$ cat src/rtl/conway_pkg.sv
// Shared types and constants for the Conway life engine controller.
package conway_pkg;

  localparam int ADDR_W = 16;

  typedef enum logic [2:0] {
    IDLE,
    LOAD,
    ARMED,
    RUN,
    PAUSE,
    DONE
  } ctrl_state_t;

  typedef struct packed {
    logic [7:0] row;
    logic [7:0] col;
  } cell_addr_t;

  localparam logic MODE_LOAD = 1'b0;
  localparam logic MODE_RUN  = 1'b1;

endpackage

$ cat src/rtl/conway_gen_counter.sv
// Generation counter with a limit latched on clear and a registered terminal-count flag.
module conway_gen_counter #(
  parameter int GEN_W = 16
) (
  input  logic             clk,
  input  logic             rst,
  input  logic             clr,
  input  logic             inc,
  input  logic [GEN_W-1:0] limit,
  output logic [GEN_W-1:0] count,
  output logic             hit
);

  localparam logic [GEN_W-1:0] GEN_ONE = GEN_W'(1);

  logic [GEN_W-1:0] count_reg;
  logic [GEN_W-1:0] count_next;
  logic [GEN_W-1:0] limit_reg;
  logic [GEN_W-1:0] limit_next;
  logic             hit_reg;

  // A clear and an increment on the same edge yield a count of one.
  always_comb begin
    limit_next = clr ? limit : limit_reg;
    count_next = clr ? '0 : count_reg;
    if (inc) begin
      count_next = count_next + GEN_ONE;
    end
  end

  always_ff @(posedge clk or negedge rst) begin
    if (!rst) begin
      count_reg <= '0;
      limit_reg <= '0;
      hit_reg   <= 1'b0;
    end else begin
      count_reg <= count_next;
      limit_reg <= limit_next;
      hit_reg   <= (limit_next != '0) && (count_next == limit_next);
    end
  end

  assign count = count_reg;
  assign hit   = hit_reg;

endmodule

$ cat src/rtl/conway_ctrl.sv
// Sequencer feeding seed cells into the life engine, then running it for a bounded
// or free-running number of generations with pause, single-step and abort.
module conway_ctrl
  import conway_pkg::*;
#(
  parameter int GEN_W    = 16,
  parameter int MAX_SEED = 256
) (
  input  logic              clk,
  input  logic              rst,
  input  logic              seed_valid,
  input  logic [ADDR_W-1:0] seed_addr,
  input  logic              seed_last,
  output logic              seed_ready,
  input  logic              start,
  input  logic [GEN_W-1:0]  gen_limit,
  input  logic              pause,
  input  logic              step,
  input  logic              abort,
  output logic              eng_state,
  output logic [ADDR_W-1:0] eng_addr,
  output logic              eng_en,
  output logic [GEN_W-1:0]  gen_count,
  output logic              busy,
  output logic              done,
  output logic              seed_ovf
);

  localparam int CNT_W = $clog2(MAX_SEED + 1);
  localparam logic [CNT_W-1:0] CNT_ONE  = CNT_W'(1);
  localparam logic [CNT_W-1:0] CNT_LAST = CNT_W'(MAX_SEED - 1);

  ctrl_state_t      state_reg;
  ctrl_state_t      state_next;
  logic [CNT_W-1:0] seed_cnt_reg;
  logic [CNT_W-1:0] seed_cnt_next;
  logic [CNT_W-1:0] seed_cnt_base;
  cell_addr_t       eng_addr_reg;
  logic             seed_ready_reg;
  logic             eng_state_reg;
  logic             eng_en_reg;
  logic             busy_reg;
  logic             done_reg;
  logic             seed_ovf_reg;

  logic seed_hs;
  logic start_ok;
  logic load_wr;
  logic gen_issue;
  logic gen_clr;
  logic gen_hit;
  logic ovf_set;
  logic ovf_clr;

  conway_gen_counter #(
    .GEN_W(GEN_W)
  ) u_gen_counter (
    .clk  (clk),
    .rst  (rst),
    .clr  (gen_clr),
    .inc  (gen_issue),
    .limit(gen_limit),
    .count(gen_count),
    .hit  (gen_hit)
  );

  assign seed_hs  = seed_valid & seed_ready_reg;
  assign start_ok = (state_reg == ARMED) || (state_reg == DONE);
  // A handshake from IDLE or DONE begins a fresh pattern, so the count restarts.
  assign seed_cnt_base = (state_reg == LOAD) ? seed_cnt_reg : '0;

  always_comb begin
    state_next    = state_reg;
    seed_cnt_next = seed_cnt_reg;
    load_wr       = 1'b0;
    gen_issue     = 1'b0;
    gen_clr       = 1'b0;
    ovf_set       = 1'b0;
    ovf_clr       = 1'b0;
    if (abort) begin
      state_next = IDLE;
    end else if (start_ok && start) begin
      gen_clr = 1'b1;
      ovf_clr = 1'b1;
      if (pause) begin
        state_next = PAUSE;
      end else begin
        state_next = RUN;
        gen_issue  = 1'b1;
      end
    end else if (seed_hs) begin
      load_wr       = 1'b1;
      seed_cnt_next = seed_cnt_base + CNT_ONE;
      if (seed_last) begin
        state_next = ARMED;
      end else if (seed_cnt_base == CNT_LAST) begin
        state_next = ARMED;
        ovf_set    = 1'b1;
      end else begin
        state_next = LOAD;
      end
    end else begin
      case (state_reg)
        RUN: begin
          if (gen_hit) begin
            state_next = DONE;
          end else if (pause) begin
            state_next = PAUSE;
          end else begin
            gen_issue = 1'b1;
          end
        end
        PAUSE: begin
          // Releasing pause resumes at once; a coincident step adds nothing extra.
          if (gen_hit) begin
            state_next = DONE;
          end else if (!pause) begin
            state_next = RUN;
            gen_issue  = 1'b1;
          end else if (step) begin
            gen_issue = 1'b1;
          end
        end
        default: ;
      endcase
    end
  end

  always_ff @(posedge clk or negedge rst) begin
    if (!rst) begin
      state_reg      <= IDLE;
      seed_cnt_reg   <= '0;
      seed_ready_reg <= 1'b0;
      eng_state_reg  <= MODE_LOAD;
      eng_addr_reg   <= '0;
      eng_en_reg     <= 1'b0;
      busy_reg       <= 1'b0;
      done_reg       <= 1'b0;
      seed_ovf_reg   <= 1'b0;
    end else begin
      state_reg      <= state_next;
      seed_cnt_reg   <= seed_cnt_next;
      seed_ready_reg <= (state_next == IDLE) || (state_next == LOAD) || (state_next == DONE);
      eng_state_reg  <= ((state_next == RUN) || (state_next == PAUSE) || (state_next == DONE))
                        ? MODE_RUN : MODE_LOAD;
      eng_en_reg     <= load_wr | gen_issue;
      busy_reg       <= (state_next == LOAD) || (state_next == RUN) || (state_next == PAUSE);
      done_reg       <= (state_next == DONE);
      if (load_wr) begin
        eng_addr_reg <= seed_addr;
      end
      if (ovf_set) begin
        seed_ovf_reg <= 1'b1;
      end else if (ovf_clr) begin
        seed_ovf_reg <= 1'b0;
      end
    end
  end

  assign seed_ready = seed_ready_reg;
  assign eng_state  = eng_state_reg;
  assign eng_addr   = eng_addr_reg;
  assign eng_en     = eng_en_reg;
  assign busy       = busy_reg;
  assign done       = done_reg;
  assign seed_ovf   = seed_ovf_reg;

endmodule
$ cat config.mk
export PLATFORM = sky130hd
export DESIGN_NAME = conway_ctrl
export DESIGN_NICKNAME = d
export VERILOG_FILES = /design/src/rtl/conway_pkg.sv /design/src/rtl/conway_gen_counter.sv /design/src/rtl/conway_ctrl.sv
export SDC_FILE = /design/constraint.sdc
export NUM_CORES = 1
export LEC_CHECK = 0
export CAP_MARGIN = 20
export CORE_ASPECT_RATIO = 1.2
export CORE_MARGIN = 2
export CORE_UTILIZATION = 55
export CTS_BUF_LIST = sky130_fd_sc_hd__clkbuf_8 sky130_fd_sc_hd__clkbuf_16
export DETAILED_ROUTE_END_ITERATION = 6
export MAX_ROUTING_LAYER = met4
export PLACE_DENSITY_LB_ADDON = 0.25
export SLEW_MARGIN = 5
export SYNTH_ARGS = -nofsm -noshare
export SYNTH_HDL_FRONTEND = slang
export SYNTH_SLANG_ARGS = --single-unit
$ cat constraint.sdc
create_clock -name clk -period 9 [get_ports clk]
set_input_delay 1.8 -clock clk [delete_from_list [all_inputs] [get_ports clk]]
set_output_delay 1.8 -clock clk [all_outputs]
set_load 0.02 [all_outputs]
After elaboration in Yosys (flattened, before gate mapping):

Index checks and enable logic that the tools add are counted.

* flip-flop bits (word level): 67
* bits of input ports: 40
* output and inout bits: 38
* logic and storage cells: 80

* $add $sub $neg: 2
* equality and inequality tests: 11
* muxes and demuxes: 37
* bitwise gates (word level): 4
* reduce and logical (&&, ||, !) cells: 13

Operators with widths (count)
* 16-bit 2-to-1 mux: 3
* 3-bit 2-to-1 mux: 8
* 1-bit 2-to-1 mux: 21
* 16-bit by 1-bit adder with 16-bit output, second input constant: 1
* 16-bit equality test: 1
* 16-bit nonzero test: 1
* 3-bit equality test, second input constant: 4
* 9-bit by 1-bit adder with 9-bit output, second input constant: 1
* 3-bit by 2-bit equality test with 1-bit output, second input constant: 3
* 9-bit by 8-bit equality test with 1-bit output, second input constant: 1
* 9-bit 2-to-1 mux: 1
* 1-bit logical OR: 7
* 3-bit by 1-bit equality test with 1-bit output, second input constant: 2
* 3-bit case mux with 2 select lines: 1
* 2-bit 2-to-1 mux: 2
* 3-bit logical NOT: 1
* 3-bit AND reduction: 1
* 1-bit logical AND: 2
* 1-bit NOT: 2
* 1-bit case mux with 2 select lines: 1
* 2-bit nonzero test: 1
* 1-bit bitwise AND: 1
* 1-bit bitwise OR: 1

Depth between registers and ports, before layout:

* depth after elaboration: 12
* mapped depth: 15
* depth with buffers taken out: 13

Hierarchy:

From an unflattened synthesis, not the netlist that was laid out.

* cell total of the unflattened synthesis: 367
* area, all modules: 3631.0 um^2

By module, submodules not included
* conway_gen_counter: instances 1, cells an instance 186, area each 1975.6 um^2, seq. area each 825.8 um^2
* conway_ctrl: instances 1, cells an instance 181, area each 1655.3 um^2, seq. area each 850.8 um^2

Worst setup path after synthesis:

OpenSTA, ideal clock, no wires.

* kind: input to register
* from: in pause
* to: reg u_gen_counter.hit_reg, in the netlist u_gen_counter.hit
* library setup time: 0.096 ns
* data arrival time: 3.772 ns
* required time: 8.904 ns
* path slack: 5.132 ns
* stages on the path: 8
* path buffers: 0
* cell sequence: nor2_1 > nand4_4 > a2111oi_4 > and3_4 > xnor2_1 > a21o_1 > a2111o_1 > nor4_2

* longest elaborated chain between the ends: 9
* elaborated cells on any way between the ends: 11
* classes of those cells: eq/ne: 1; mux: 9; reduce/logical: 1

RTL lines
* from (decl): RTL line conway_ctrl.sv:17 `input logic pause,`
* 1-bit 2-to-1 mux (on tied branches): RTL line conway_ctrl.sv:117, conway_ctrl.sv:85, conway_ctrl.sv:107
* 1-bit 2-to-1 mux (on tied branches): RTL line conway_ctrl.sv:115, conway_ctrl.sv:105
* 1-bit case mux with 2 select lines: RTL line conway_ctrl.sv:103 `case (state_reg)`
* 1-bit 2-to-1 mux: RTL line conway_ctrl.sv:91 `end else if (seed_hs) begin`
* 1-bit 2-to-1 mux (*): RTL line conway_ctrl.sv:82 `end else if (start_ok && start) begin`
* 1-bit 2-to-1 mux (*): RTL line conway_ctrl.sv:80 `if (abort) begin`
* 16-bit 2-to-1 mux (*): RTL line conway_gen_counter.sv:26 `if (inc) begin`
* 16-bit equality test (*): RTL line conway_gen_counter.sv:39 `hit_reg <= (limit_next != '0) && (count_next == limit_next);`
* 1-bit logical AND (*): RTL line conway_gen_counter.sv:39
* to (signal assigned): RTL line conway_gen_counter.sv:39
* to (decl): RTL line conway_gen_counter.sv:20 `logic hit_reg;`

Mark *: on every way between the ends. The rest lies on a longest branch, timed or not.
A chain may end at the register's enable or synchronous reset.

Final worst setup path:

* from: in start
* to: reg u_gen_counter.hit_reg, in the netlist u_gen_counter.hit

* longest elaborated chain between the ends: 8
* elaborated cells on any way between the ends: 12
* classes of those cells: add/sub: 1; eq/ne: 1; mux: 7; reduce/logical: 3

RTL lines
* from (decl): RTL line conway_ctrl.sv:15 `input logic start,`
* 1-bit logical AND (*): RTL line conway_ctrl.sv:82
* 1-bit 2-to-1 mux: RTL line conway_ctrl.sv:82
* 1-bit 2-to-1 mux: RTL line conway_ctrl.sv:80
* 16-bit 2-to-1 mux: RTL line conway_gen_counter.sv:25 `count_next = clr ? '0 : count_reg;`
* 16-bit by 1-bit adder with 16-bit output: RTL line conway_gen_counter.sv:27 `count_next = count_next + GEN_ONE;`
* 16-bit 2-to-1 mux: RTL line conway_gen_counter.sv:26
* 16-bit equality test: RTL line conway_gen_counter.sv:39
* 1-bit logical AND (*): RTL line conway_gen_counter.sv:39

Marks and branches as above.

==> results by group <==
Run status
  – Run status: complete, no violations

Floorplanning
  – Die area: 7180 um2
  – Die height: 92.4 um
  – FP Rows: 32
  – Width of the chip: 77.7 um
  – Ports: 78
  – Starting density of the core: 56.3%
  – Core area: 6370 um2

Synthesis
  – Synthesized netlist cell count: 375
  – Async S/R FF share, synth: 100%
  – Mean instance size in the synthesized netlist: 9.56 um2
  – Synth top area share: 46.8%
  – Flip-flop and latch count after synthesis: 67
  – EDFF count, synth: 0
  – Synth area leaders: dfrtp_1, nand2_1, mux2_2, xnor2_1, nor2_1
  – Cell type contributing the most total cell area after synthesis: dfrtp_1
  – Warnings, synthesis: 0
  – Yosys cell types: 65
  – Post-synthesis sequential area ratio: 46.8%
  – Most used flip-flop cell after synthesis: dfrtp_1
  – Synthesized netlist net count: 417
  – Netlist area before placement: 3580 um2

Clocking
  – Clock tree from TritonCTS: built
  – Number of setup buffers added after CTS: 0
  – Clock-pin slew on the worst setup and hold paths: 0.08 ns
  – CTS Sinks: 67
  – H-tree level count: 3
  – Count of hold-fix buffers inserted at cts: 0
  – Clock buffers created by TritonCTS: 9
  – Clock tree root buffer cell: clkbuf_8
  – PostCTS Resize Cnt: 0
  – Max clock buf depth: 2
  – Worst-skew pair later-pin latency: 0.36 ns

Final layout
  – Count of fill cells added during filler insertion: 458
  – Count of nets after finishing: 492
  – Proportion of layout cells with a drive suffix above 1: 11.9%
  – Ant diodes: 0
  – Layout-stage area growth over the synthesis result: 29.0%

GRT
  – Number of antenna violations at the first check in global routing: 0
  – First-pass GRT wire length: 14300 um
  – Combined global-route utilization of all metal layers: 26.1%
  – GRT Residual Overflow: 0
  – Largest net degree at the start of global routing: 68
  – Vias in the first global route: 2988

Drt
  – Drt first pass iters: 4
  – Via-per-instance ratio: 5.78
  – Number of DRC violations after detailed-routing iteration 0: 243
  – Final ANT Viol Nets: 0
  – Avg WL per Cell: 15.9 um
  – Via count of the routed design: 3119
  – Post-route DRC violation count: 0
  – DRT Wirelength: 8570 um

Timing
  – Final worst-path cycle share: 49.2%
  – Tightest slew margin relative to the limit: 44.3%
  – Final worst-path setup slack: 4.57 ns
  – Hold violation total from the final report: 0
  – Max frequency: 226 MHz
  – Minimum clock period: 4.43 ns
  – Final setup violation count: 0
  – Final Max Slew Viols: 0
  – Slew at the pin closest to its max-slew limit: 0.835 ns
  – Summed negative setup slack over all endpoints: 0 ns
  – Setup repair after global routing missed its margin: false
  – Final Skew: 0.00800 ns

Worst setup path
  – Required arrival time at the worst endpoint: 9.27 ns
  – Critical Path End Type: flip-flop
  – Critical-path maximum fanout: 20
  – Classification of the worst setup path: primary input to flip-flop
  – Flop2flop setup slack: 5.37 ns
  – CP Launch Type: primary input
  – Critical Path AT: 4.70 ns

Power and ir drop
  – Power Density: 228 nW/um2
  – LEAKAGE: 0.00189 uW
  – Largest voltage drop on the vdd net: 0.000139 V

Min path
  – Worst min path class: flip-flop to flip-flop

Placed design
  – Placed wire-length estimate: 6210 um
  – Dpl ws: 4.28 ns
  – Final weighted congestion in routability-driven placement: 0.856
  – Number of buffers added on ports: 77

Run
  – MaxCap Viol Count: 0
## path summary, 6_finish.rpt
path / start / end / cells past startpoint
max in group asynchronous: rst / u_gen_counter.count[0]$_DFF_PN0_ / 2
min: seed_cnt_reg[7]$_DFFE_PN0P_ / seed_cnt_reg[7]$_DFFE_PN0P_ / 1
max: start / u_gen_counter.hit$_DFF_PN0_ / 10
min reg2reg: seed_cnt_reg[7]$_DFFE_PN0P_ / seed_cnt_reg[7]$_DFFE_PN0P_ / 1
min in group asynchronous: rst / busy$_DFF_PN0_ / 2
max reg2reg: state_reg[0]$_DFF_PN0_ / eng_state$_DFF_PN0_ / 12
## synth_stat cells (2+ instances only)
cell type and instances:
nor4_1 8, or2b_1 2, nand3b_1 3, ha_1 2, xor2_1 4, o211ai_1 4, and3_1 3, nand3_1 12
buf_2 2, inv_1 6, nand2_1 73, nand4b_1 2, and2_1 5, clkbuf_1 11, a21boi_0 3, o21ai_0 20
o31ai_1 4, mux2i_1 2, nand4_1 6, a211oi_1 5, and4_1 2, nand2b_1 3, a21oi_1 15, dfrtp_1 67
xnor2_1 19, mux2_2 18, nor2_1 27, nor2b_1 2, a211o_1 2, buf_1 2, nor3_1 7
## layout by cell type, fill, tap and decap left out, types with 7 or more instances in the layout
| cell type | n |
|---|---|
| xnor2_1 | 19 |
| clkbuf_8 | 11 |
| dfrtp_1 | 67 |
| a21oi_1 | 14 |
| clkdlybuf4s50_1 | 76 |
| nand2_1 | 73 |
| mux2_2 | 18 |
| nand3_1 | 12 |
| nor3_1 | 7 |
| nor2_1 | 26 |
| o21ai_0 | 20 |
| nor4_1 | 8 |
## per-layer routing
layer	up-vias	routed length (um)	GRT usage (%)
li1	1493	-	-
met1	1513	3670	33.6
met2	93	4290	39.7
met3	20	388	4.48
met4	0	221	13.7
met5	-	0	-
## worst max-delay path, stage by stage
cell and delay, ns:
clkdlybuf4s50_1 0.52, nand4bb_1 0.26, nand2_1 0.41, nand2b_1 0.34
buf_4 0.32, a21boi_0 0.27, o211ai_1 0.12, nor3_1 0.21
o2111ai_1 0.16, nor4_2 0.27
## final cells by class
cell class	instances	area, um2	area share [%]
flip-flops and latches	67	1680	36.2
repair buffers	81	796	17.2
clock buffers	11	151	3.27
multi-input cells	285	1810	39.2
inverters	6	22.5	0.487
well taps	85	106	2.30
clock inverters	5	58.8	1.27
## metrics by stage
stage          instances  hold WS [ns]  power (uW)  area (um2)  utilization [%]
2_1_floorplan        375         0.444         656        3580                -
3_3_place_gp         524         0.462         784        4420             69.4
3_5_place_dp         524         0.484         793        4420             69.4
4_1_cts              540         0.496        1060        4630             72.7
5_1_grt              540         0.512        1110        4630             72.7
6_report             540         0.495        1050        4630             72.7
## kinds of logic after synthesis
family,count (synthesis),share of synthesized area [%]
fa+ha+maj,2,0.698
simple gates,168,23.8
flops,67,46.8
buf+inv,23,2.79
compound gates,72,14.1
mux,20,6.21
xor+xnor,23,5.62
## where the power goes
| group | switching [uW] | internal (uW) |
|---|---|---|
| Combinational | 174 | 176 |
| Sequential | 65.4 | 374 |
| Clock | 121 | 143 |
(Power assumes the default switching activity.)
==> RTL edit 1: new RTL, config.mk and constraints unchanged <==
`GEN_W` is set to 16 in 2 places; all go to 32.
--- a/src/rtl/conway_gen_counter.sv
+++ b/src/rtl/conway_gen_counter.sv
@@ -1,5 +1,5 @@
 // Generation counter with a limit latched on clear and a registered terminal-count flag.
 module conway_gen_counter #(
-  parameter int GEN_W = 16
+  parameter int GEN_W = 32
 ) (
   input  logic             clk,
--- a/src/rtl/conway_ctrl.sv
+++ b/src/rtl/conway_ctrl.sv
@@ -4,5 +4,5 @@
   import conway_pkg::*;
 #(
-  parameter int GEN_W    = 16,
+  parameter int GEN_W    = 32,
   parameter int MAX_SEED = 256
 ) (
Interface: changed (resized gen_count and gen_limit); port bits go from 78 to 110. The function was not compared with the original's and may differ.
==> RTL edit 1 against the original RTL <==
  * Power up 49%
  * Core utilization down 1.8 points
  * Synthesized area up 55%
  * Largest cell class unchanged
  * Largest power group unchanged
  * Final area up 52%
  * Global-route usage up 4.3 points
  * Worst setup slack worse by 0.78 ns
  * Sequential cell count up 32
  * Wire length up 84%
  * First-iteration DRC count up 19%
==> RTL edit 1: results (changes against the original RTL) <==
| Metric | Value |
|---|---|
| Run status | `finished clean (unchanged)` |
| Reg clk slew, reported paths | `0.07 ns` |
| Post-synth top cells | `124 x nand2_1, 99 x dfrtp_1, 45 x nor2_1 (was 73 x nand2_1, 67 x dfrtp_1, 27 x nor2_1)` |
| Cts hold-fix bufs | `0 (unchanged)` |
| NumNets Final | `762 (was 492)` |
| Ratio of cells with drive above 1 in the final layout | `0.0677 (was 0.119)` |
| Top cells by area, synth | `dfrtp_1 45%, nand2_1 8.4%, xnor2_1 5.7% (was dfrtp_1 47%, nand2_1 7.6%, mux2_2 5.7%)` |
| Leak | `2.99 nW (was 1.89 nW)` |
| Worst R2R Setup Slack | `5.05 ns (was 5.37 ns)` |
| Root Driver | `clkbuf_16 (was clkbuf_8)` |
| R2R Path End | `u_gen_counter.hit$_DFF_PN0_ (was eng_state$_DFF_PN0_)` |
| Hold path depth | `1 (unchanged)` |
| IO Port Bufs | `109 (was 77)` |
| Ys async rst share | `1.00 (unchanged)` |
| Syn Nets | `669 (was 417)` |
| Final GP Congestion | `0.961 (was 0.856)` |
| IR drop worst, VDD | `0.000135 V (was 0.000139 V)` |
| Synth cell types | `62 (was 65)` |
| Number of global-route vias before repair | `4890 (was 2988)` |
| Hold slack | `0.498 ns (was 0.495 ns)` |
| Worst Hold End | `seed_cnt_reg[7]$_DFFE_PN0P_ (unchanged)` |
| Worst EP arrival | `5.47 ns (was 4.70 ns)` |
| First-pass GRT wire length | `24700 µm (was 14300 µm)` |
| Setup WS pre-CTS | `3.43 ns (was 4.28 ns)` |
| Hold crit path type | `flop to flop (unchanged)` |
| Crit-path max FO | `21 (was 20)` |
| Post-synth top flop | `dfrtp_1 (unchanged)` |
| Largest net degree at the start of global routing | `66 (was 68)` |
| Initial antenna violation count | `0 (unchanged)` |
| GRT Util Overall | `0.304 (was 0.261)` |
| Post-synthesis sequential area ratio | `0.447 (was 0.468)` |
| Post-Route WL | `15700 µm (was 8570 µm)` |
| Initial DRC Count | `288 (was 243)` |
| Max clock buf depth | `2 (unchanged)` |
| Worst r2r path cells | `8 (was 12)` |
| DRT Pass-1 Iters | `6 (was 4)` |
| DR vias | `5031 (was 3119)` |
| Clock Skew | `0.00786 ns (was 0.00800 ns)` |
| Slew HR | `0.313 (was 0.443)` |
| Postcts setup bufs | `0 (unchanged)` |
| Reg2Reg Launch Point | `state_reg[2]$_DFF_PN0_ (was state_reg[0]$_DFF_PN0_)` |
| Post-DP HPWL | `11500 µm (was 6210 µm)` |
## RTL edit 1: cell types whose count changed after synthesis, moves of 14 or more
cell	delta
nand2_1	+51
dfrtp_1	+32
nor4_1	+23
nor2_1	+18
xnor2_1	+17
xor2_1	+14
## RTL edit 1: power by group
group / total [mW] / leakage [nW] / internal (mW) / switching [mW]
Sequential: 0.651 / 1.29 / 0.547 / 0.104
Clock: 0.412 / 0.156 / 0.224 / 0.188
Combinational: 0.502 / 1.55 / 0.247 / 0.256
## RTL edit 1: per-layer routing
metal	up-vias	track usage	routed length [µm]
li1	2354	-	-
met1	2453	0.381	6360
met2	186	0.493	7890
met3	38	0.0542	1040
met4	0	0.110	431
met5	-	-	0
## RTL edit 1: worst max-delay path, stage by stage
cell,delay (ns)
clkdlybuf4s50_1,0.44
nand4bb_1,0.25
nand2_1,0.48
or4_4,0.74
nor4_1,0.72
xor3_1,0.33
o41ai_1,0.25
o2111ai_1,0.17
nor4_1,0.28
## RTL edit 1: final cells by class
| cell class | count | area (µm²) |
|---|---|---|
| clock buffers | 9 | 225 |
| clock inverters | 7 | 90.1 |
| fillers | 779 | 2890 |
| inverters | 13 | 48.8 |
| multi-input cells | 466 | 2890 |
| flip-flops and latches | 99 | 2480 |
| well taps | 126 | 158 |
| repair buffers | 115 | 1130 |
## RTL edit 1: logic make-up (layout without fill, tap and decap cells)
| group | after synthesis | after routing | share of synthesized area |
|---|---|---|---|
| adder cells (fa/ha/maj) | 2 | 2 | 0.00451 |
| AO/OA/AOI/OAI | 85 | 85 | 0.0990 |
| XOR/XNOR | 58 | 58 | 0.102 |
| AND/OR/NAND/NOR | 296 | 296 | 0.265 |
| buffers and inverters | 46 | 144 | 0.0345 |
| multiplexers | 25 | 25 | 0.0489 |
| flip-flops | 99 | 99 | 0.447 |
## RTL edit 1: worst max path at each step
| stage | start | endpoint | slack, ns | cells past startpoint |
|---|---|---|---|---|
| floorplan | pause | u_gen_counter.hit$_DFF_PN0_ | 4.38 | 10 |
| finish | start | u_gen_counter.hit$_DFF_PN0_ | 3.79 | 9 |
| detailed placement | start | u_gen_counter.hit$_DFF_PN0_ | 3.43 | 9 |
| global route | abort | u_gen_counter.hit$_DFF_PN0_ | 3.57 | 9 |
| CTS | start | u_gen_counter.hit$_DFF_PN0_ | 3.80 | 9 |
| global placement | start | u_gen_counter.hit$_DFF_PN0_ | 3.57 | 9 |
## RTL edit 1: through the flow
stage / power [mW] / util / area (µm²) / cells
after detailed placement: 1.15 / 0.677 / 6710 / 819
after global routing: 1.65 / 0.709 / 7020 / 835
final: 1.57 / 0.709 / 7020 / 835
after floorplan: 0.953 / - / 5550 / 611
after global placement: 1.14 / 0.677 / 6710 / 819
after CTS: 1.57 / 0.709 / 7020 / 835
==> RTL edit 2: new RTL, same settings <==
Without the edit above. The 6 states of `ctrl_state_t` get a one-hot encoding in 6 bits.
--- a/src/rtl/conway_pkg.sv
+++ b/src/rtl/conway_pkg.sv
@@ -4,11 +4,11 @@
   localparam int ADDR_W = 16;
 
-  typedef enum logic [2:0] {
-    IDLE,
-    LOAD,
-    ARMED,
-    RUN,
-    PAUSE,
-    DONE
+  typedef enum logic [5:0] {
+    IDLE  = 6'b000001,
+    LOAD  = 6'b000010,
+    ARMED = 6'b000100,
+    RUN   = 6'b001000,
+    PAUSE = 6'b010000,
+    DONE  = 6'b100000
   } ctrl_state_t;
 
Check against the original RTL: no difference found for any inputs over 10 cycles, from zero or initial values and one cycle with rst low; not proved beyond that.
==> RTL edit 2 against the original RTL <==
  * Worst setup slack lost 0.17 ns
  * Register-to-register slack gained 0.15 ns
  * Combinational power shrank 17%
  * Synthesized area grew 4.9%
  * Sequential cell count grew 3
  * Critical path type unchanged
  * Die area grew 4.7%
  * Final area grew 4.2%
  * Wire length grew 13%
  * Highest routed layer unchanged
  * Clock skew grew 0.0016 ns
  * Power shrank 2.7%
  * Critical endpoint unchanged
  * Largest power group unchanged
==> RTL edit 2: results (changes against the original RTL) <==
| Metric | Value |
|---|---|
| Met1 Use GR | `0.350 (was 0.336)` |
| Clkbuf count | `10 (was 11)` |
| Crit path from | `abort (was start)` |
| Comb_multi_in | `329 (was 285)` |
| Setup WS pre-CTS | `4.10 ns (was 4.28 ns)` |
| Grt met3 use | `0.0363 (was 0.0448)` |
| Post-synth top cells | `115 x nand2_1, 69 x dfrtp_1, 23 x nor2_1 (was 73 x nand2_1, 67 x dfrtp_1, 27 x nor2_1)` |
| Non-CTS inverters | `13 (was 6)` |
| Clock Skew | `0.00964 ns (was 0.00800 ns)` |
| Top cells by area, synth | `dfrtp_1 46%, nand2_1 11%, o21ai_0 2.7% (was dfrtp_1 47%, nand2_1 7.6%, mux2_2 5.7%)` |
| Via/cell ratio | `5.80 (was 5.78)` |
| Leak | `2.14 nW (was 1.89 nW)` |
| Non-Clock Buffer Count | `80 (was 81)` |
| IR drop worst, VDD | `0.000176 V (was 0.000139 V)` |
| Largest net degree at the start of global routing | `71 (was 68)` |
| Buffer share of cell area | `0.164 (was 0.172)` |
| Hold path depth | `2 (was 1)` |
| Synth cell types | `67 (was 65)` |
| Clock Sinks | `70 (was 67)` |
| Crit-path max FO | `15 (was 20)` |
| Run status | `finished clean (unchanged)` |
| Filler cell count | `525 (was 458)` |
| Worst r2r path cells | `15 (was 12)` |
| Syn Nets | `472 (was 417)` |
| Reg2Reg Launch Point | `state_reg[4]$_DFF_PN0_ (was state_reg[0]$_DFF_PN0_)` |
| First-pass GRT wire length | `16000 µm (was 14300 µm)` |
| Clock-cell share of area | `0.0514 (was 0.0454)` |
| Grt met2 use | `0.463 (was 0.397)` |
| Post-DP HPWL | `6760 µm (was 6210 µm)` |
| Post-Route WL | `9670 µm (was 8570 µm)` |
| Multi-input combinational area share | `0.388 (was 0.392)` |
| Initial DRC Count | `292 (was 243)` |
[RTL edit 2: layer usage]
metal  vias up  share of wire
met3        22          0.048
met1      1636           0.42
met2       130           0.51
met4         0          0.025
met5         -              0
li1       1663              -
[RTL edit 2: kinds of logic (layout without fill, tap and decap cells)]
group,count (synthesis),in the layout,share of synthesized area
DFF,70,70,0.466
buffers and inverters,31,109,0.0359
and+or+nand+nor,231,231,0.300
adders and majority gates,2,2,0.00665
xor gates and xnor gates,20,20,0.0486
muxes,7,7,0.0190
AOI/OAI and AO/OA,69,69,0.123
[RTL edit 2: worst max-delay path, cell delays in order]
cell and delay, ns:
clkdlybuf4s50_1 0.67, and4b_1 0.47, nand4_1 0.15, nor3_1 0.50, and4bb_2 0.33, xnor2_1 0.16
o221ai_1 0.17, o32a_1 0.41, nor4_2 0.21
[RTL edit 2: per-stage QoR]
stage               hold WS [ns]  power (mW)  instances  cell area, µm²
detailed placement         0.462       0.712        579            4570
global placement           0.457       0.705        579            4570
global route               0.502        1.07        595            4820
finish                     0.476        1.03        595            4820
floorplan                  0.447       0.583        430            3760
CTS                        0.479        1.03        595            4820
[RTL edit 2: where the power goes]
part | internal [mW] | switching [mW]
sequential | 0.370 | 0.0499
combinational | 0.136 | 0.153
clock | 0.191 | 0.125
[RTL edit 2: worst paths after layout]
kind / endpoint / slack (ns)
worst max-delay path: u_gen_counter.hit$_DFF_PN0_ / 4.40
worst min-delay path: eng_addr[12]$_DFFE_PN0P_ / 0.48
worst max register to register: seed_ready$_DFF_PN0_ / 5.52
worst min register to register: eng_addr[12]$_DFFE_PN0P_ / 0.48
max in group asynchronous: u_gen_counter.limit_reg[6]$_DFF_PN0_ / 6.80
min in group asynchronous: u_gen_counter.limit_reg[0]$_DFF_PN0_ / 1.63
